<file path="config.mk">
export PLATFORM = sky130hd
export DESIGN_NAME = call_dispatcher_flat
export DESIGN_NICKNAME = d
export VERILOG_FILES = /design/src/rtl/call_dispatcher_if.sv /design/src/rtl/call_dispatcher.sv /design/src/flat_wrapper.sv
export SDC_FILE = /design/constraint.sdc
export NUM_CORES = 1
export LEC_CHECK = 0
export BUFFER_PORTS_ARGS = -buffer_cell sky130_fd_sc_hd__buf_2
export CORE_MARGIN = 2
export CORE_UTILIZATION = 50
export DETAILED_ROUTE_END_ITERATION = 7
export GPL_TIMING_DRIVEN = 0
export HOLD_SLACK_MARGIN = 0.05
export PLACE_DENSITY_LB_ADDON = 0.3
export SYNTH_ARGS = -nofsm -noshare
export SYNTH_HDL_FRONTEND = slang
export SYNTH_SLANG_ARGS = --single-unit
</file>
<file path="constraint.sdc">
create_clock -name clk -period 2.96 [get_ports clk]
set_input_delay 0.148 -clock clk [delete_from_list [all_inputs] [get_ports clk]]
set_output_delay 0.148 -clock clk [all_outputs]
set_load 0.05 [all_outputs]
</file>
<file path="src/rtl/call_dispatcher_if.sv">
// Bundles the dispatcher's call, car and report signals.
// master = call/car side that drives inputs, slave = dispatcher.
interface call_dispatcher_if #(
    parameter int NFLOORS = 6,
    parameter int CARW    = 4
);
    localparam int FW = (NFLOORS > 1) ? $clog2(NFLOORS) : 1;

    logic                en;
    logic [NFLOORS-1:0]  call_btn;
    logic [CARW-1:0]     car0_pos;
    logic [CARW-1:0]     car1_pos;
    logic                car0_stop;
    logic                car1_stop;
    logic [NFLOORS-1:0]  car0_req;
    logic [NFLOORS-1:0]  car1_req;
    logic [NFLOORS-1:0]  pending;
    logic                asg_valid;
    logic                asg_car;
    logic [FW-1:0]       asg_floor;
    logic                busy;

    modport master (
        output en, call_btn, car0_pos, car1_pos, car0_stop, car1_stop,
        input  car0_req, car1_req, pending, asg_valid, asg_car, asg_floor, busy
    );

    modport slave (
        input  en, call_btn, car0_pos, car1_pos, car0_stop, car1_stop,
        output car0_req, car1_req, pending, asg_valid, asg_car, asg_floor, busy
    );
endinterface

</file>
<file path="src/rtl/call_dispatcher.sv">
// Two-car hall-call dispatcher: synchronizes call buttons, latches calls,
// assigns each unassigned call to the nearer car (round-robin on ties)
// and clears calls when a car stops at that floor.
module call_dispatcher #(
    parameter int NFLOORS = 6,
    parameter int CARW    = 4
) (
    input  logic clk,
    input  logic rst,
    call_dispatcher_if.slave bus
);
    localparam int FW = (NFLOORS > 1) ? $clog2(NFLOORS) : 1;
    // Highest legal position: top floor, whole-floor aligned.
    localparam logic [CARW-1:0] MAXPOS_V = CARW'(2 * (NFLOORS - 1));

    typedef enum logic {IDLE, ASSIGN} state_t;

    state_t             r_state, w_state_next;
    logic [NFLOORS-1:0] r_sync1, r_sync2, r_sync3;
    logic [NFLOORS-1:0] r_pending, r_req0, r_req1;
    logic [FW-1:0]      r_target;
    logic               r_rr;
    logic               r_asg_valid, r_asg_car;
    logic [FW-1:0]      r_asg_floor;

    logic [NFLOORS-1:0] w_rise, w_clear, w_unassigned, w_asg_mask;
    logic [FW-1:0]      w_first;
    logic [CARW-1:0]    w_tpos, w_dist0, w_dist1;
    logic               w_elig0, w_elig1;
    logic               w_load_target, w_do_asg, w_asg_car, w_tie;

    // A stop counts only at a whole, in-range floor; both cars may clear at once.
    generate
        for (genvar gi = 0; gi < NFLOORS; gi++) begin : g_clear
            assign w_clear[gi] =
                (bus.car0_stop && !bus.car0_pos[0] && (bus.car0_pos <= MAXPOS_V) &&
                 (bus.car0_pos[CARW-1:1] == (CARW-1)'(gi))) ||
                (bus.car1_stop && !bus.car1_pos[0] && (bus.car1_pos <= MAXPOS_V) &&
                 (bus.car1_pos[CARW-1:1] == (CARW-1)'(gi)));
        end
    endgenerate

    assign w_rise       = r_sync2 & ~r_sync3;
    assign w_unassigned = r_pending & ~r_req0 & ~r_req1;

    assign w_tpos  = CARW'({r_target, 1'b0});
    assign w_dist0 = (w_tpos >= bus.car0_pos) ? (w_tpos - bus.car0_pos) : (bus.car0_pos - w_tpos);
    assign w_dist1 = (w_tpos >= bus.car1_pos) ? (w_tpos - bus.car1_pos) : (bus.car1_pos - w_tpos);
    assign w_elig0 = (bus.car0_pos <= MAXPOS_V);
    assign w_elig1 = (bus.car1_pos <= MAXPOS_V);

    // Lowest-index unassigned floor becomes the next target.
    always_comb begin
        w_first = '0;
        for (int i = NFLOORS - 1; i >= 0; i--) begin
            if (w_unassigned[i]) w_first = FW'(i);
        end
    end

    // FSM state register.
    always_ff @(posedge clk or posedge rst) begin
        if (rst) r_state <= IDLE;
        else     r_state <= w_state_next;
    end

    // FSM next state and assignment decision; a target cleared meanwhile aborts.
    always_comb begin
        w_state_next  = r_state;
        w_load_target = 1'b0;
        w_do_asg      = 1'b0;
        w_asg_car     = 1'b0;
        w_tie         = 1'b0;
        case (r_state)
            IDLE: begin
                if (bus.en && (|w_unassigned)) begin
                    w_state_next  = ASSIGN;
                    w_load_target = 1'b1;
                end
            end
            ASSIGN: begin
                w_state_next = IDLE;
                if (r_pending[r_target] && !w_clear[r_target] && (w_elig0 || w_elig1)) begin
                    w_do_asg = 1'b1;
                    if (w_elig0 && w_elig1) begin
                        if (w_dist0 < w_dist1)      w_asg_car = 1'b0;
                        else if (w_dist1 < w_dist0) w_asg_car = 1'b1;
                        else begin
                            w_tie     = 1'b1;
                            w_asg_car = r_rr;
                        end
                    end else begin
                        w_asg_car = !w_elig0;
                    end
                end
            end
            default: w_state_next = IDLE;
        endcase
    end

    assign w_asg_mask = w_do_asg ? (NFLOORS'(1) << r_target) : '0;

    // Button synchronizer plus the delayed copy used for edge detection.
    always_ff @(posedge clk or posedge rst) begin
        if (rst) begin
            r_sync1 <= '0;
            r_sync2 <= '0;
            r_sync3 <= '0;
        end else begin
            r_sync1 <= bus.call_btn;
            r_sync2 <= r_sync1;
            r_sync3 <= r_sync2;
        end
    end

    // Call latching and per-car requests; clearing wins over set and assignment.
    always_ff @(posedge clk or posedge rst) begin
        if (rst) begin
            r_pending <= '0;
            r_req0    <= '0;
            r_req1    <= '0;
        end else begin
            r_pending <= (r_pending | w_rise) & ~w_clear;
            r_req0    <= (r_req0 | (w_asg_car ? '0 : w_asg_mask)) & ~w_clear;
            r_req1    <= (r_req1 | (w_asg_car ? w_asg_mask : '0)) & ~w_clear;
        end
    end

    // Target capture, tie-break pointer and the one-cycle assignment report.
    always_ff @(posedge clk or posedge rst) begin
        if (rst) begin
            r_target    <= '0;
            r_rr        <= 1'b0;
            r_asg_valid <= 1'b0;
            r_asg_car   <= 1'b0;
            r_asg_floor <= '0;
        end else begin
            r_asg_valid <= w_do_asg;
            if (w_load_target) r_target <= w_first;
            if (w_do_asg) begin
                r_asg_car   <= w_asg_car;
                r_asg_floor <= r_target;
                if (w_tie) r_rr <= ~r_rr;
            end
        end
    end

    assign bus.pending   = r_pending;
    assign bus.car0_req  = r_req0;
    assign bus.car1_req  = r_req1;
    assign bus.asg_valid = r_asg_valid;
    assign bus.asg_car   = r_asg_car;
    assign bus.asg_floor = r_asg_floor;
    assign bus.busy      = (r_state == ASSIGN);
endmodule

</file>
<file path="src/flat_wrapper.sv">
// flat-port wrapper written by rule: the top's interface ports become plain ports
module call_dispatcher_flat 
#(
    parameter int NFLOORS = 6,
    parameter int CARW    = 4
)
  (clk, rst, bus_en, bus_call_btn, bus_car0_pos, bus_car1_pos, bus_car0_stop, bus_car1_stop, bus_car0_req, bus_car1_req, bus_pending, bus_asg_valid, bus_asg_car, bus_asg_floor, bus_busy);
  call_dispatcher_if #(.NFLOORS(NFLOORS), .CARW(CARW)) bus_i ();
  input  logic clk;
  input  logic rst;
  input wire logic [$bits(bus_i.en)-1:0] bus_en;
  input wire logic [$bits(bus_i.call_btn)-1:0] bus_call_btn;
  input wire logic [$bits(bus_i.car0_pos)-1:0] bus_car0_pos;
  input wire logic [$bits(bus_i.car1_pos)-1:0] bus_car1_pos;
  input wire logic [$bits(bus_i.car0_stop)-1:0] bus_car0_stop;
  input wire logic [$bits(bus_i.car1_stop)-1:0] bus_car1_stop;
  output wire logic [$bits(bus_i.car0_req)-1:0] bus_car0_req;
  output wire logic [$bits(bus_i.car1_req)-1:0] bus_car1_req;
  output wire logic [$bits(bus_i.pending)-1:0] bus_pending;
  output wire logic [$bits(bus_i.asg_valid)-1:0] bus_asg_valid;
  output wire logic [$bits(bus_i.asg_car)-1:0] bus_asg_car;
  output wire logic [$bits(bus_i.asg_floor)-1:0] bus_asg_floor;
  output wire logic [$bits(bus_i.busy)-1:0] bus_busy;
  assign bus_i.en = bus_en;
  assign bus_i.call_btn = bus_call_btn;
  assign bus_i.car0_pos = bus_car0_pos;
  assign bus_i.car1_pos = bus_car1_pos;
  assign bus_i.car0_stop = bus_car0_stop;
  assign bus_i.car1_stop = bus_car1_stop;
  assign bus_car0_req = bus_i.car0_req;
  assign bus_car1_req = bus_i.car1_req;
  assign bus_pending = bus_i.pending;
  assign bus_asg_valid = bus_i.asg_valid;
  assign bus_asg_car = bus_i.asg_car;
  assign bus_asg_floor = bus_i.asg_floor;
  assign bus_busy = bus_i.busy;
  call_dispatcher #(.NFLOORS(NFLOORS), .CARW(CARW)) u_core (.clk(clk), .rst(rst), .bus(bus_i));
endmodule
</file>
==> results of run 1 <==
-- worst min-delay path by stage --
stage | start | to | slack (ns) | depth (start not counted)
after global routing | bus_en | u_core.r_target[2] | 0.31 | 4
after CTS | bus_car1_pos[1] | u_core.bus.car0_req[5] | 0.26 | 3
after global placement | bus_call_btn[1] | u_core.r_sync1[1] | 0.26 | 1
final | bus_en | u_core.r_target[2] | 0.28 | 4
after detailed placement | rst | u_core.r_sync1[5] | 0.17 | 2
after floorplan | bus_call_btn[0] | u_core.r_sync1[0] | 0.18 | 0
-- sequential cells by signal, summed over array words and instances (netlist names) --
signal	cells
u_core.bus.asg_valid	1
u_core.r_rr	1
u_core.bus.pending	6
u_core.r_target	3
u_core.bus.car0_req	6
u_core.bus.car1_req	6
u_core.r_sync2	6
u_core.r_sync3	6
u_core.bus.asg_floor	3
u_core.bus.busy	1
u_core.bus.asg_car	1
u_core.r_sync1	6
-- per-layer routing --
layer | global-route usage | vias to the layer above | part of all wire
met5 | 0 | - | 0
met4 | 0.0813 | 0 | 0.022
met3 | 0.0312 | 12 | 0.049
met2 | 0.376 | 61 | 0.47
met1 | 0.321 | 969 | 0.46
li1 | - | 925 | -
-- power breakdown --
group / total [W] / switching (W) / internal [W]
registers: 0.000903 / 0.000129 / 0.000774
logic: 0.00213 / 0.00125 / 0.000873
clock network: 0.000462 / 0.000210 / 0.000252
-- cells in the final DEF (no fill, tap or decap), types with 3 or more instances in the layout --
cell	instances
dfrtp_1	45
buf_2	42
inv_1	18
nor2_1	14
buf_4	12
a21oi_1	11
ha_1	11
nand2_1	8
dlygate4sd3_1	7
nor2b_1	6
o21a_1	6
a21o_1	6
o21ai_0	5
clkbuf_8	5
buf_6	4
xor2_1	4
mux2i_1	4
o211ai_1	4
a32o_1	4
a22oi_1	4
nor3b_1	4
xnor2_1	3
-- cells by family after synthesis --
| group | after synthesis | synth area share |
|---|---|---|
| muxes | 8 | 0.0432 |
| DFF | 46 | 0.462 |
| AOI/OAI and AO/OA | 62 | 0.195 |
| xor gates and xnor gates | 7 | 0.0246 |
| and+or+nand+nor | 53 | 0.137 |
| buffers and inverters | 22 | 0.0366 |
| adders and majority gates | 18 | 0.102 |
-- layout make-up --
| type | instances | area [µm²] |
|---|---|---|
| plain buffers | 2 | 22.5 |
| clock buffers | 6 | 72.6 |
| clock inverters | 2 | 37.5 |
| fillers | 374 | 1550 |
| inverters | 20 | 78.8 |
| multi-input cells | 148 | 1340 |
| flip-flops and latches | 46 | 1150 |
| well taps | 67 | 83.8 |
| repair buffers | 64 | 413 |
-- tightest hold or removal path: stages --
cell     delay (ns)
buf_2          0.09
nor2b_1        0.16
o21ai_0        0.08
a22oi_1        0.06
-- what timing repair did --
item                       CTS  global route
pin swaps                   12            15
hold buffers                 7             0
hold endpoints to repair    25             0
setup buffers               13             3
resized for setup           12             9
setup endpoints to repair   14            14
-- metrics by stage --
stage / total power [W] / hold WS, ns
2_1_floorplan: 0.00225 / 0.179
3_3_place_gp: 0.00262 / 0.255
3_5_place_dp: 0.00266 / 0.168
4_1_cts: 0.00345 / 0.265
5_1_grt: 0.00373 / 0.314
6_report: 0.00349 / 0.285
==> flow_results.org, run 1 <==
** Run status
- Status :: complete, but fails checks
- The checks that failed: negative setup slack.

** Place
- Port Buffers :: 42
- Worst Setup Slack post-DPL :: -0.393 ns
- Once placement completed, the tool counted placed cells totaling 326.
- Instance area after placement :: 2830 µm²
- HPWL reported at the end of detailed placement :: 4.23 mm
- The congestion estimate from routability-driven global placement came to 0.881.

** STA
- The number of slew-limit violations in the final report came to 0.
- On the final layout, the worst clock skew is 0.00431 ns.
- The count of final hold-check violations is 0.
- At the pin with the least slew margin, the transition time is 0.675 ns.
- In the final timing run, aggregate negative setup slack is -1.62 ns.
- Dividing the final minimum period by the clock period gives 1.08.
- Worst slew margin relative to its limit :: 0.548
- Setup repair after global routing missed its margin :: yes
- Timing would allow up to 0.314 GHz.
- Minimum clock period after layout :: 3.19 ns
- Setup WS post-layout :: -0.227 ns
- Setup violations remaining at the end of the flow were counted as 13.

** Drt
- For this run, design rule violations remaining after detail routing come to 0.
- Final antenna-violating net count :: 0
- WL per Instance :: 16.5 µm
- The final layout contains routed wiring with a total length of 5.87 mm.
- In the routed layout, each cell is associated on average with a via count of 5.54.
- Total via count after detailed routing :: 1967
- The first TritonRoute pass finished after 4 iterations.
- Number of DRC violations after detailed-routing iteration 0 :: 91

** Global routing
- In the global route stage, overall resource usage came out at 0.231.
- The number of global-route vias before repair came to 1957.
- Initial antenna violation count :: 0
- Global-route wire length before repair :: 9.61 mm
- Overflow after GRT :: 0
- Entering global routing, the biggest net connects 28 pins.

** Power and ir drop
- Worst voltage drop across the vdd grid :: 0.538 mV
- Summed over all cells, the static leakage comes to 1.49 nW.
- Power density normalized to cell area :: 1090 nW/µm²

** Synthesis
- Proportion of netlist area held by the largest area contributor :: 0.462
- Number of register bits inferred by synthesis :: 46
- After synthesis, the most frequently instantiated cells are dfrtp_1, inv_1, nor2_1.
- dfrtp_1 takes more of the synthesized area than any other cell.
- The netlist uses 49 different library cells.
- Gate count after technology mapping :: 216
- Netlist area before placement :: 2490 µm²
- Yosys warning total :: 0
- Of all flip-flops after synthesis, the portion carrying an async set or reset was 1.00.
- The share of the Yosys chip area taken by registers is 0.462.
- The most common cell in the synthesized netlist is dfrtp_1.
- In the synthesized netlist the dominant register cell turns out to be dfrtp_1.
- Dominant cells by area after synthesis :: dfrtp_1, ha_1, fa_1, inv_1, a21oi_1
- Yosys mapped a number of flops with a built-in enable equal to 0.
- When the netlist entered floorplanning its net count stood at 253.
- A synthesized cell averages 11.5 µm².

** Floorplanning
- The die covers 5570 µm².
- The initial utilization of the core area, before any placement, comes to 0.524.
- During I/O placement, the number of pins put on the boundary was 43.
- The die is 74.6 µm tall.
- After floorplanning, the core was sized to cover 4750 µm².
- After floorplanning, the core was divided into 25 placement rows.
- Measured along the x axis, the die boundary spans 74.6 µm.

** Critical path
- Beginning of the critical path :: u_core.r_target[0]
- The worst setup path is captured at a register.
- The largest single stage delay on the critical path is 0.46 ns.
- Cell mode on critical path :: ha_1
- In this run the worst setup path terminates at u_core.bus.asg_car.
- Maximum fanout encountered on the critical timing path :: 5
- Buf/Inv on CP :: 1
- Setup slack on the worst reg-to-reg path comes out at -0.23 ns.
- Cell at the slowest stage of the critical path :: dfrtp_2
- Startpoint of the most critical register-to-register path :: u_core.r_target[0]
- Type of element launching the critical path :: register
- The critical path crosses 14 cells after its start point.
- The worst register-to-register path ends at u_core.bus.asg_car.
- The kind of cell with the highest combined delay along the critical path is adder cells.
- Required @ worst endpoint :: 3.14 ns
- The critical path goes through buf_4 > ha_4 > ha_1 > o21a_1 > o21ai_1 > nand2b_1 > mux2i_1 > xor2_1 > ha_1 > nand4_1 > o22ai_2 > a21oi_4 > or2_4 > mux2_4.
- Data arrival time of the critical path :: 3.37 ns
- Type of the worst setup path :: reg2reg
- For the worst flop-to-flop path, the logic depth is 14.

** Clocking
- The clock passes through at most 2 buffers.
- The clock tree synthesis step divided the H-tree into 2 levels.
- Clock latency reported for the late side of the worst-skew pair :: 0.30 ns
- Total clock buffers created by CTS :: 5
- Number of clock sinks seen by CTS :: 46
- CTS clock-pin slew for the worst setup and hold paths :: 0.09 ns
- The tree is rooted in a clkbuf_8.
- Clock tree from TritonCTS :: yes

** Min path
- Class of the tightest hold or removal check :: in2reg

** Cells and area
- Relative to the synthesized area, the layout overhead comes to 28.5%.
- After the last flow step, the layout net total stands at 324.
- Final instance area :: 3200 µm²
- Non-filler cells in the finished layout :: 355
- In the final layout, the share of cells above drive strength 1 is 0.354.
- Once layout is complete, the utilization of the core stands at 0.674.
- Antenna Cells :: 0

** Run
- The tool flagged a number of max-cap violations equal to 0.
No activity file was read; power rests on OpenSTA's default activity.
==> run 2, diff against run 1 <==
- REMOVE_ABC_BUFFERS: not set -> 1
==> flow_results.org, run 2 (synthesized netlist as in run 1, its figures left out) <==
** Critical path
- Type of the worst setup path :: reg2reg
- Buf/Inv on CP :: 1 (unchanged)
- The critical path goes through buf_6 > fa_2 > o21a_1 > o21ai_1 > nand2b_1 > mux2i_1 > xor2_1 > ha_1 > nand4_1 > o22ai_2 > a21oi_2 > or2_4 > mux2_4.
- In this run the critical register-to-register path is launched from u_core.r_target[0].
- Data arrival time of the critical path :: 3.28 ns (-0.09 ns)
- On the critical path the largest part of the delay comes from adder cells.
- Cell at the slowest stage of the critical path :: dfrtp_2
- In this run the critical register-to-register path is captured at u_core.bus.asg_car.
- Maximum fanout encountered on the critical timing path :: 5 (unchanged)
- Type of element launching the critical path :: register
- Register-to-register setup slack :: -0.14 ns (+0.09 ns)
- Required @ worst endpoint :: 3.15 ns (about the same)
- The longest individual stage delay on the worst path was 0.49 ns (+0.03 ns).
- FF-to-FF path depth :: 13 (-1)
- STA classifies the critical path endpoint as a register.

** Cells and area
- Area added between synthesis and finish :: 25.9%
- The net count reported at finish came to 319 (-1.5%).
- Commonest cells after routing, fill and taps aside :: dfrtp_1, buf_2, inv_1, nor2_1, ha_1
- Most common library cell in the layout ignoring fill and taps :: dfrtp_1
- The share of layout cells above drive strength 1 was 0.343 (-0.0114).
- Antenna Cells :: 0 (unchanged)
- The number of fill cells in the layout was 385 (+2.9%).
- The post-route cell area came to 3140 µm² (-2.1%).

** Min path
- The worst hold path begins at bus_car1_pos[1].
- The worst hold path terminates at u_core.bus.pending[5].
- The cell depth of the worst hold path was 3 (-1).
- The tightest min-delay check is of the in2reg type.

** Power and ir drop
- Portion of total power attributed to combinational logic :: 0.602 (-0.007)
- Clk network pwr share :: 0.118 (-0.014)
- The switching share of power came to 0.465 (+0.00846).
- The cell-internal power came to 0.00176 W (-7.4%).
- Sequential cell fraction of total power :: 0.280 (+0.021)
- The reported net switching power came to 0.00153 W (-4.2%).
- The standby leakage power came to 1.46 nW (-2.0%).
- The worst vdd rail ir drop came to 0.668 mV (+24%).
- Power density normalized to cell area :: 1050 nW/µm² (-3.9%)

** Drt
- The sum of met2 wire segment lengths after detailed routing was 2.60 mm (-6.7%).
- The sum of met3 wire segment lengths after detailed routing was 275 µm (-3.8%).
- WL per Instance :: 15.2 µm (-7.8%)
- The mean number of vias per cell was 5.40 (-2.6%).
- The detailed-route DRC error count came to 0 (unchanged).
- Number of DRC violations after detailed-routing iteration 0 :: 115 (+26%)
- The number of nets still failing antenna checks after routing was 0 (unchanged).
- M1 wire length :: 2.38 mm (-11%)
- Wire length reported by the detailed router :: 5.34 mm (-9.1%)
- Highest routed layer :: met4
- Total via count after detailed routing :: 1889 (-4.0%)
- Pre-antenna DRT Iters :: 4 (unchanged)

** Place
- The placed wire-length estimate was 3.89 mm (-8.2%).
- The final RePlAce weighted congestion came to 0.877 (-0.45%).
- The total of buffers placed on input and output ports was 42 (unchanged).
- The post-placement worst setup slack came to -0.728 ns (-0.335 ns).
- Instance area after placement :: 2790 µm² (-1.2%)

** STA
- Setup repair after global routing missed its margin :: yes
- The measured slew at the worst slew-check pin came to 0.635 ns (-0.0399 ns).
- Final worst-path cycle share :: 1.05 (-0.0310)
- The setup skew after layout is 0.00662 ns (+0.00231 ns).
- The count of final hold-check violations was 0 (unchanged).
- Setup WS post-layout :: -0.136 ns (+0.0917 ns)
- The count of endpoints failing setup in the final report was 12 (-1).
- Minimum clock period after layout :: 3.10 ns (-0.0917 ns)
- The worst max-slew margin expressed relative to the limit is 0.575 (+0.0267).
- The total negative slack was -0.993 ns (+0.625 ns).
- FMAX :: 0.323 GHz (+3.0%)
- The number of slew-limit violations in the final report is 0 (unchanged).

** Floorplanning
- The core box area came to 4750 µm² (unchanged).
- The full die area is 5570 µm² (unchanged).
- Horiz. Die Dim :: 74.6 µm (unchanged)
- The effective utilization at floorplan is 0.524 (unchanged).
- Vert. Die Dim :: 74.6 µm (unchanged)
- I/O pins :: 43 (unchanged)
- The number of standard-cell rows in the floorplan was 25 (unchanged).

** Clocking
- CTS clock-pin slew for the worst setup and hold paths :: 0.08 ns (about the same)
- TritonCTS built the clock tree.
- The H-tree level count came to 2 (unchanged).
- Number of clock sinks seen by CTS :: 46 (unchanged)
- CTS max path bufs :: 2 (unchanged)
- Root buffer cell :: clkbuf_8
- The clock insertion delay at the later pin of the skew report is 0.30 ns (about the same).
- The number of clock buffers inserted by TritonCTS came to 5 (unchanged).

** Run
- The reported max-cap violation count was 0 (unchanged).

** Global routing
- The remaining global-route overflow was 0 (unchanged).
- The wire length of the first global-routing pass was 8.22 mm (-14%).
- The largest net degree at the start of global routing was 39 (+39%).
- Initial antenna violation count :: 0 (unchanged)
- Global-route usage over all layers :: 0.202 (-0.0292)
- The number of global-route vias before repair came to 1739 (-11%).

** Run status
- Status :: complete, but fails checks
- The final reports fail on negative setup slack.
==> run 2: cell types whose count changed in the layout (fill, tap and decap cells not counted), moves of 2 or more <==
cell | before | now
nor4b_2 | 2 | 0
buf_4 | 12 | 10
buf_6 | 4 | 1
clkinvlp_4 | 2 | 0
a21oi_2 | 1 | 3
==> run 2: worst max-delay path by stage <==
stage | startpoint | slack, ns | to | depth (start not counted)
finish | u_core.r_target[0] | -0.14 | u_core.bus.asg_car | 13
global route | u_core.r_target[0] | -0.28 | u_core.bus.asg_car | 13
global placement | u_core.r_target[0] | -0.65 | u_core.bus.car1_req[0] | 13
floorplan | u_core.r_target[0] | -0.21 | u_core.bus.asg_car | 13
CTS | u_core.r_target[0] | -0.11 | u_core.bus.asg_car | 12
detailed placement | u_core.r_target[0] | -0.73 | u_core.bus.car1_req[1] | 13
==> run 2: metal layers <==
metal,vias to the layer above,GRT usage
met5,-,0
met4,0,0.0853
met1,909,0.269
met3,8,0.0339
met2,53,0.329
li1,919,-
==> run 2: tightest hold or removal path, stage by stage <==
cell	delay, ns
buf_2	0.14
a22oi_1	0.11
o21a_1	0.12
==> run 2: power by group through the flow <==
stage | combinational [W] | sequential (W) | clock (W)
finish | 0.00198 | 0.000920 | 0.000387
global route | 0.00216 | 0.000937 | 0.000424
CTS | 0.00194 | 0.000919 | 0.000395
detailed placement | 0.00162 | 0.000944 | 0
global placement | 0.00158 | 0.000942 | 0
floorplan | 0.000876 | 0.00129 | 0
==> run 2: per-stage QoR <==
step	cells	hold WS, ns	total power (W)	utilization
5_1_grt	350	0.287	0.00352	0.660
2_1_floorplan	214	0.179	0.00217	-
6_report	350	0.251	0.00329	0.660
3_5_place_dp	324	0.0773	0.00256	0.587
3_3_place_gp	323	0.256	0.00253	0.583
4_1_cts	350	0.247	0.00326	0.656
==> run 2: final cells by class <==
type                       count  area, µm²  area share
clock buffer                   7       86.3      0.0275
clock inverter                 1       5.00     0.00160
inverter                      20       75.1      0.0239
multi-input combinational    148       1350       0.429
sequential                    46       1150       0.368
tap                           67       83.8      0.0267
timing repair buffer          61        387       0.123
==> run 2: repair_timing <==
item                                    in CTS  in global routing
setup buffers                               11                  2
endpoints found under the hold margin       52                  0
pin swaps                                   13                  5
endpoints found under the setup margin      14                 14
resized for setup                           20                  6
hold buffers                                 7                  0
==> run 3, diff against run 2 <==
- CELL_PAD_IN_SITES_DETAIL_PLACEMENT: not set -> 1
- CELL_PAD_IN_SITES_GLOBAL_PLACEMENT: not set -> 2
- CORE_UTILIZATION: 50 -> 33
- SKIP_CTS_REPAIR_TIMING: not set -> 1
==> flow_results.org, run 3 (synthesized netlist as in run 1, its figures left out) <==
** Run status
- The run finished, with violations left.
- Violations in the final reports :: negative setup slack

** Global routing
- Overflow after GRT :: 0 (unchanged)
- Maximum number of pins on one net before global-route repair :: 35 (-10%)
- Global-route wire length before repair :: 10.0 mm (+22%)
- Initial antenna violation count :: 0 (unchanged)
- Via count of the first global-routing pass :: 1941 (+12%)
- The overall track demand over capacity in global routing was 0.155 (-0.0469).

** Floorplanning
- The die span in x is 90.9 µm (+22%).
- Area of the core :: 7290 µm² (+53%)
- The full die area is 8260 µm² (+48%).
- The number of standard-cell rows in the floorplan was 31 (+24%).
- The effective utilization at floorplan came to 0.342 (-0.182).
- The vertical extent of the die was 90.9 µm (+22%).
- I/O pins :: 43 (unchanged)

** STA
- Sum Neg Setup Slack :: -2.26 ns (-1.26 ns)
- The clock period minus final worst setup slack is 3.20 ns (+0.101 ns).
- Largest clock skew in the final design :: 0.00341 ns (-0.00321 ns)
- Final number of hold-violating endpoints :: 0 (unchanged)
- Total count of max-transition violations in the final report :: 0 (unchanged)
- Final worst-path cycle share :: 1.08 (+0.0340)
- FMAX :: 0.313 GHz (-3.1%)
- Number of endpoints failing setup at the final stage :: 13 (+1)
- The minimum setup slack in the final design is -0.236 ns (-0.101 ns).
- The worst hold-check slack was 0.259 ns (+0.00818 ns).
- Setup repair after global routing missed its margin :: yes
- The worst max-slew margin expressed relative to the limit is 0.648 (+0.0728).
- Actual transition at the worst max-transition pin :: 0.523 ns (-0.113 ns)

** Power and ir drop
- Worst voltage drop across the vdd grid :: 0.407 mV (-39%)
- Sequential cell fraction of total power :: 0.287 (+0.007)
- The cell-internal power was 0.00170 W (-3.3%).
- Static leakage power :: 1.43 nW (-2.4%)
- The overall power after layout came to 0.00327 W (-0.54%).
- The logic gate share of total power came to 0.601 (about the same).
- Clk network pwr share :: 0.113 (-0.005)
- Power density normalized to cell area :: 1050 nW/µm² (about the same)
- The switching share of power is 0.480 (+0.0149).
- The reported net switching power came to 0.00157 W (+2.7%).

** Cells and area
- The post-route cell area came to 3120 µm² (-0.64%).
- Compared with the post-synthesis result, the final layout area differs by 25.1%.
- Antenna Cells :: 0 (unchanged)
- Commonest cells after routing, fill and taps aside :: dfrtp_1, buf_2, inv_1, nor2_1
- Share of final-layout standard cells stronger than drive strength 1 :: 0.324 (-0.0190)
- The end-of-flow core utilization was 0.427 (-0.232).
- Number of nets in the layout :: 315 (-1.3%)
- Most common library cell in the layout ignoring fill and taps :: dfrtp_1

** Drt
- The detailed-route DRC error count is 0 (unchanged).
- Number of DRC violations after detailed-routing iteration 0 :: 49 (-57%)
- Total via count after detailed routing :: 1907 (+0.95%)
- Final antenna-violating net count :: 0 (unchanged)
- Pre-antenna DRT Iters :: 4 (unchanged)
- The final wirelength was 6.32 mm (+18%).
- The post-detailed-route wirelength per cell came to 16.8 µm (+10%).
- The mean number of vias per cell was 5.06 (-6.3%).

** Clocking
- Root buffer cell :: clkbuf_8
- The maximum clock path buffer count is 2 (unchanged).
- The clock-pin transition on the worst setup and hold timing paths came to 0.09 ns (about the same).
- Number of H-tree levels :: 2 (unchanged)
- Total clock buffers created by CTS :: 5 (unchanged)
- TritonCTS built the clock tree.
- Number of clock sinks seen by CTS :: 46 (unchanged)
- Clock latency reported for the late side of the worst-skew pair :: 0.29 ns (about the same)

** Place
- HPWL reported at the end of detailed placement :: 4.78 mm (+23%)
- The total of buffers placed on input and output ports was 42 (unchanged).
- Instance area after placement :: 2830 µm² (+1.4%)
- Placer congestion estimate :: 0.810 (-7.7%)

** Critical path
- The arrival time of the worst setup path came to 3.38 ns (+0.10 ns).
- In this run the worst setup path begins at u_core.r_target[0].
- Worst-path cell chain :: ha_4 > ha_4 > nand2b_4 > a21o_1 > a21o_1 > mux2i_1 > ha_1 > nor2b_1 > o211ai_1 > buf_4 > a21oi_4 > or2_4 > mux2_4
- The largest fanout on the critical path was 6 (+1).
- Startpoint of the most critical register-to-register path :: u_core.r_target[0]
- By startpoint and endpoint, the worst setup path is classified as reg2reg.
- Register-to-register setup slack :: -0.24 ns (-0.10 ns)
- Among all stages on the critical path, the largest delay is contributed by dfrtp_4.
- Top cell family by delay on the critical path :: adder cells
- FF-to-FF path depth :: 13 (unchanged)
- STA classifies the critical path endpoint as a register.
- Peak per-stage delay on the critical path :: 0.55 ns (+0.06 ns)
- Buf/Inv on CP :: 1 (unchanged)
- Required @ worst endpoint :: 3.14 ns (about the same)
- Type of element launching the critical path :: register
- The endpoint identified for the worst register-to-register timing path is u_core.bus.asg_car.

** Min path
- The cell depth of the worst hold path came to 3 (unchanged).
- Hold path startpoint :: bus_car1_pos[1]
- For hold timing, the worst endpoint is u_core.bus.pending[5].
- The path class of the tightest hold or removal check is in2reg.

** Run
- The reported max-cap violation count was 0 (unchanged).
-- run 3: cell count changes in the layout (fill, tap and decap cells not counted), sizes merged --
cell / previous run / this run
buf: 54 / 49
clkbuf: 7 / 6
clkinv: 1 / 0
clkinvlp: 0 / 2
-- run 3: area by class of cell --
cell class,instances,area (µm²)
clock buffers,5,68.8
clock inverters,2,15.0
fillers,854,4180
inverters,20,75.1
multi-input cells,148,1330
flip-flops and latches,46,1160
well taps,99,124
repair buffers,57,350
-- run 3: layer usage --
metal,wire (µm),vias to the layer above,track usage
met4,119,0,0.0530
met5,0,-,0
met3,190,9,0.0259
li1,-,904,-
met1,2890,961,0.209
met2,3120,33,0.254
-- run 3: worst max-delay path by stage --
| stage | cells after the start | endpoint | slack (ns) |
|---|---|---|---|
| global placement | 13 | u_core.bus.car0_req[1] | -0.87 |
| global route | 13 | u_core.bus.asg_car | -0.36 |
| finish | 13 | u_core.bus.asg_car | -0.24 |
| detailed placement | 12 | u_core.bus.asg_car | -0.88 |
| floorplan | 13 | u_core.bus.asg_car | -0.21 |
| CTS | 12 | u_core.bus.car0_req[2] | -0.92 |
-- run 3: worst min-delay path, cell delays in order --
cell,delay [ns]
buf_2,0.14
a22oi_1,0.12
o21a_1,0.12
-- run 3: per-stage QoR --
stage                     setup slack (ns)  instances
final                               -0.236        377
after global routing                -0.364        377
after CTS                           -0.916        363
after detailed placement            -0.877        356
after global placement              -0.866        355
after floorplan                     -0.212        214
-- run 3: power by group through the flow --
stage / combinational, W / clock, W / sequential [W]
detailed placement: 0.00166 / 0 / 0.000959
floorplan: 0.000876 / 0 / 0.00129
finish: 0.00196 / 0.000369 / 0.000936
global placement: 0.00162 / 0 / 0.000959
CTS: 0.00167 / 0.000387 / 0.000948
global route: 0.00214 / 0.000412 / 0.000967
